$ cat src/rtl/mult_control.sv
// Sequencer for the shift-add signed multiplier: walks N_BITS add/shift steps, subtracting on the last.
// Optional macro MULT_CTRL_AUTO_CLR_EN inserts a CLR state so every multiply starts from A=X=0.
module mult_control #(
    parameter int N_BITS = 8
) (
    input  logic Clk,
    input  logic Reset_n,
    input  logic Run,
    input  logic ClearA_LoadB,
    input  logic M,
    output logic Clr_Ld,
    output logic Clr_XA,
    output logic Add,
    output logic Sub,
    output logic Shift_En,
    output logic Busy,
    output logic Done
);
    localparam int CW = $clog2(N_BITS);
    localparam logic [CW-1:0] LAST = CW'(N_BITS - 1);

    typedef enum logic [2:0] {
        S_IDLE,
        S_CLR,
        S_ADD,
        S_SHIFT,
        S_HOLD
    } state_t;

    state_t          state;
    state_t          nxt;
    logic [CW-1:0]   cnt;
    logic            last;

    assign last = (cnt == LAST);

    always_comb begin
        nxt = state;
        case (state)
            S_IDLE: begin
                if (Run) begin
`ifdef MULT_CTRL_AUTO_CLR_EN
                    nxt = S_CLR;
`else
                    nxt = S_ADD;
`endif
                end
            end
            S_CLR:   nxt = S_ADD;
            S_ADD:   nxt = S_SHIFT;
            S_SHIFT: nxt = last ? S_HOLD : S_ADD;
            S_HOLD:  if (!Run) nxt = S_IDLE;
            default: nxt = S_IDLE;
        endcase
    end

    // Level strobes are decoded from the next state so they line up with the state register.
    always_ff @(posedge Clk or negedge Reset_n) begin
        if (!Reset_n) begin
            state    <= S_IDLE;
            cnt      <= '0;
            Clr_XA   <= 1'b0;
            Shift_En <= 1'b0;
            Busy     <= 1'b0;
            Done     <= 1'b0;
        end else begin
            state <= nxt;
            if (state == S_IDLE || (state == S_SHIFT && last))
                cnt <= '0;
            else if (state == S_SHIFT)
                cnt <= cnt + CW'(1);
            Clr_XA   <= (nxt == S_CLR);
            Shift_En <= (nxt == S_SHIFT);
            Busy     <= (nxt == S_CLR) || (nxt == S_ADD) || (nxt == S_SHIFT);
            Done     <= (nxt == S_HOLD);
        end
    end

    // Reset_n gates Clr_Ld because the reset state itself is IDLE.
    assign Clr_Ld = Reset_n && (state == S_IDLE) && ClearA_LoadB && !Run;
    assign Add    = (state == S_ADD) && M && !last;
    assign Sub    = (state == S_ADD) && M && last;

endmodule
$ cat config.mk
export PLATFORM = sky130hd
export DESIGN_NAME = mult_control
export DESIGN_NICKNAME = d
export VERILOG_FILES = /design/src/rtl/mult_control.sv
export SDC_FILE = /design/constraint.sdc
export NUM_CORES = 1
export LEC_CHECK = 0
export ABC_AREA = 1
export BUFFER_PORTS_ARGS = -buffer_cell sky130_fd_sc_hd__buf_2
export CORE_AREA = 2 2 39 41
export CTS_CLUSTER_DIAMETER = 60
export DETAILED_ROUTE_END_ITERATION = 10
export DIE_AREA = 0 0 41 43
export PLACE_DENSITY = 0.59
export SLEW_MARGIN = 5
export SYNTH_ARGS = -nofsm -noshare
export SYNTH_HDL_FRONTEND = slang
export SYNTH_SLANG_ARGS = --single-unit
$ cat constraint.sdc
create_clock -name Clk -period 2.35 [get_ports Clk]
set_input_delay 0.5875 -clock Clk [delete_from_list [all_inputs] [get_ports Clk]]
set_output_delay 0.5875 -clock Clk [all_outputs]
set_load 0.02 [all_outputs]
# ---- After elaboration in Yosys (flattened, before gate mapping)
# Index checks and enable logic that the tools add are counted.
dict set report op_classes {
  n_reduce_logical 14
  add_sub_neg 1
  n_eq_ne 9
  mux 6
}
# operator count
set ops {}
lappend ops {{3-bit 2-to-1 mux} 5}
lappend ops {{3-bit one-hot mux with 5 select lines} 1}
lappend ops {{3-bit by 2-bit == test with 1-bit output (second input constant)} 4}
lappend ops {{3-bit == test (second input constant)} 3}
lappend ops {{1-bit logical AND} 7}
lappend ops {{3-bit by 1-bit == test with 1-bit output (second input constant)} 2}
lappend ops {{3-bit by 1-bit adder with 3-bit output (second input constant)} 1}
lappend ops {{3-bit logical NOT} 1}
lappend ops {{1-bit logical OR} 3}
lappend ops {{1-bit logical NOT} 2}
lappend ops {{2-bit nonzero test} 1}
dict set report totals {
  reg_bits 10
  elab_cells 36
}

# ---- Logic depth before layout (Yosys ltp)
dict set report depth {
  ltp_word 6
  ltp_mapped 5
}

# ---- Least setup slack after synthesis
# No wires, ideal clock.
dict set report synth_path {
  path_kind {register -> output}
  startpoint {register cnt[0]}
  endpoint {output port Add}
  stages_incl_launch_ff 4
  setup_slack_ns 0.713
  t_arrival_ns 1.050
  path_cell_list {dfrtp_1 -> ha_1 -> ha_1 -> nor2_1}
}
dict set report synth_via {
  elab_chain_cells 3
}
# item line
set synth_lines {}
lappend synth_lines {{from (decl)} 32} ;# logic [CW-1:0] cnt;
lappend synth_lines {{from (signal assigned)} 71} ;# cnt <= cnt + CW'(1);
lappend synth_lines {{3-bit == test} 35} ;# assign last = (cnt == LAST);
lappend synth_lines {{1-bit logical NOT} 81} ;# assign Add = (state == S_ADD) && M && !last;
lappend synth_lines {{1-bit logical AND} 81}
lappend synth_lines {{to (decl)} 13} ;# output logic Add,
# No other way between the ends.

# ---- Worst setup path after layout
dict set report layout_path {
  startpoint {register cnt[0]}
  endpoint {output port Sub}
}
dict set report layout_via {
  elab_chain_cells 2
}
# item line
set layout_lines {}
lappend layout_lines {{3-bit == test} 35}
lappend layout_lines {{1-bit logical AND} 82} ;# assign Sub = (state == S_ADD) && M && last;
lappend layout_lines {{to (decl)} 14} ;# output logic Sub,
# No other way between the ends.

==> flow_summary.json <==
{
  "avgSynthCellArea_um2": 9.54,
  "vdd_ir_drop_max_v": 0.000524,
  "hold_viol": 0,
  "clock_power_share_pct": 23.0,
  "fillers": 145,
  "required_ns": 1.76,
  "r2r_end": "state[1]$_DFF_PN0_",
  "final_common_cell": "buf_2",
  "critPathMaxStageDelay_ns": 0.39,
  "antenna_found_initial": 0,
  "postSynthCellCount": 45,
  "post-route-period-util_pct": 85.0,
  "placed_cells": 72,
  "r2r_slack_ns": 1.10,
  "totalWireLength_um": 782,
  "grt_max_degree": 12,
  "maxCapViolations": 0,
  "cts_resized": 0,
  "cts_sinks": 10,
  "seqPwrFrac_pct": 42.5,
  "drtIter0Drc": 5,
  "wire_per_inst_um": 10.3,
  "ff2ff_path_depth": 5,
  "crit_cells": 5,
  "cts_tree": "done",
  "critPathMaxFanout": 7,
  "cts_setup_buffers": 0,
  "finalNonFillerCells": 76,
  "drive_gt1_share_pct": 26.7,
  "post-route-util_pct": 39.1,
  "powerDensity_nw_per_um2": 1210,
  "grt_setup_unrepaired": "false",
  "worstPathArrival_ns": 1.41,
  "setup_viol": 0,
  "syn_nets": 52,
  "rows": 14,
  "cts_hold_buf": 0,
  "cts_buffer_depth": 2,
  "route.detailed.drc": 0,
  "dpl_cell_area_um2": 504,
  "die_h_um": 43,
  "yosys.area.top_type": "dfrtp_1",
  "finalWorstSetupSlack_ns": 0.352,
  "yosys_warnings": 0,
  "cts-root-buf": "clkbuf_4",
  "place_ws_ns": 0.566,
  "criticalPathCategory": "reg -> out",
  "synth_area_leaders": "dfrtp_1 (58%), nand3_1 (10%), nor2_1 (6.1%)",
  "diodes": 0,
  "path_cells": "ha_1 > ha_1 > inv_1 > nor2_1 > buf_2",
  "critPathBufInv": 2,
  "grt_overflow": 0,
  "core_um2": 1380,
  "pwr-share-comb_pct": 34.5,
  "synth_cell_types": 12,
  "via_per_inst": 4.66,
  "fin_nets": 68,
  "start_util_pct": 31.0,
  "total_power_uw": 653,
  "die_area_um2": 1760,
  "cts_buffers": 3,
  "skew_ns": 0.0112,
  "yosys_register_bits": 10,
  "mostFrequentLayoutCells": "buf_2 (11), dfrtp_1 (10), nand3_1 (9)",
  "worst_path_most_repeated_cell": "ha_1",
  "end_kind": "output pin",
  "fp.dieW_um": 41,
  "p_leak_nw": 0.274,
  "dr.pass1.iters": 3,
  "grt_first_pass_wirelength_um": 1330,
  "ys_seq_area_share_pct": 58.3,
  "port_buffers": 11,
  "fin_area_um2": 541,
  "area_growth_pct": 25.9,
  "hold_path_class": "in -> async",
  "grt_pass1_vias": 334,
  "clk_latency_ns": 0.26,
  "status": "finished, final reports clean",
  "grt_usage_pct": 12.0,
  "finalSetupTns_ns": 0,
  "regArea_um2": 250,
  "p_int_uw": 410,
  "clk_pin_slew_ns": 0.07,
  "syn_area_um2": 429,
  "pin_count": 12,
  "maxSlewViolCount": 0,
  "htreeDepth": 1,
  "p_switching_uw": 242,
  "post-dp-hpwl_um": 629,
  "yosysTopAreaCellShare_pct": 58.3,
  "crit-reg2reg-launch": "cnt[0]$_DFFE_PN0P_",
  "multi_input_area_um2": 168,
  "switching_share_pct": 37.1,
  "period_minus_slack_ns": 2.00,
  "num_vias": 354,
  "crit_family": "flip-flops",
  "routabilityCongestion": 0.760,
  "ant_nets": 0,
  "fmax_mhz": 501,
  "timing.hold.ws_ns": 0.169,
  "start_kind": "flop",
  "cp_slowest_cell": "dfrtp_1"
}
## synth_stat cells, drive strengths merged
| cell | number |
|---|---|
| dfrtp | 10 |
| o21ai | 3 |
| nor3 | 1 |
| inv | 3 |
| conb | 1 |
| nand2 | 5 |
| nor3b | 2 |
| ha | 2 |
| nor2 | 8 |
| nand3b | 1 |
| nand3 | 9 |
## sequential cells by signal, indices dropped and copies added, names as in the netlist
signal / cells
state: 3
cnt: 3
Clr_XA: 1
Shift_En: 1
Done: 1
Busy: 1
## power by group through the flow
stage               Combinational [mW]  Sequential [mW]  Clock [mW]
floorplan                        0.148            0.291           0
global placement                 0.226            0.282           0
detailed placement               0.230            0.281           0
CTS                              0.231            0.277       0.157
global route                     0.265            0.287       0.171
finish                           0.225            0.277       0.150
## worst reg2reg max path, cell delays in order (launching register included)
cell	delay [ns]
dfrtp_1	0.39
ha_1	0.20
ha_1	0.19
inv_1	0.15
o21ai_0	0.15
nor2_1	0.11
## final cells by class
cell class	count	area share, %
sequential	10	46.3
multi-input combinational	32	31.0
timing repair buffer	11	10.2
clock buffer	4	6.71
tap	16	3.70
inverter	3	2.08
## cell families (layout without fill, tap and decap cells)
group,count (synthesis),count (layout),share of synthesized area [%]
and+or+nand+nor,26,26,28.9
DFF,10,10,58.3
AOI/OAI and AO/OA,3,3,3.50
buffers and inverters,3,18,2.62
adders and majority gates,2,2,5.83
other,1,1,0.874
## worst max-delay path by stage
| stage | end | start | slack, ns |
|---|---|---|---|
| 6_report | Sub | cnt[0]$_DFFE_PN0P_ | 0.35 |
| 3_5_place_dp | Clr_Ld | Reset_n | 0.57 |
| 5_1_grt | Sub | cnt[0]$_DFFE_PN0P_ | 0.21 |
| 3_3_place_gp | Clr_Ld | Reset_n | 0.60 |
| 4_1_cts | Sub | cnt[0]$_DFFE_PN0P_ | 0.33 |
| 2_1_floorplan | Add | cnt[0]$_DFFE_PN0P_ | 0.71 |
## layer usage
| layer | global-route usage, % | part of all wire, % | routed length [µm] |
|---|---|---|---|
| met3 | 7.85 | 4.9 | 38 |
| met2 | 18.1 | 53 | 412 |
| met1 | 10.9 | 40 | 316 |
| met5 | 0 | 0 | 0 |
| met4 | 8.00 | 1.8 | 14 |
Note: power is estimated with default switching activity, not from simulation.
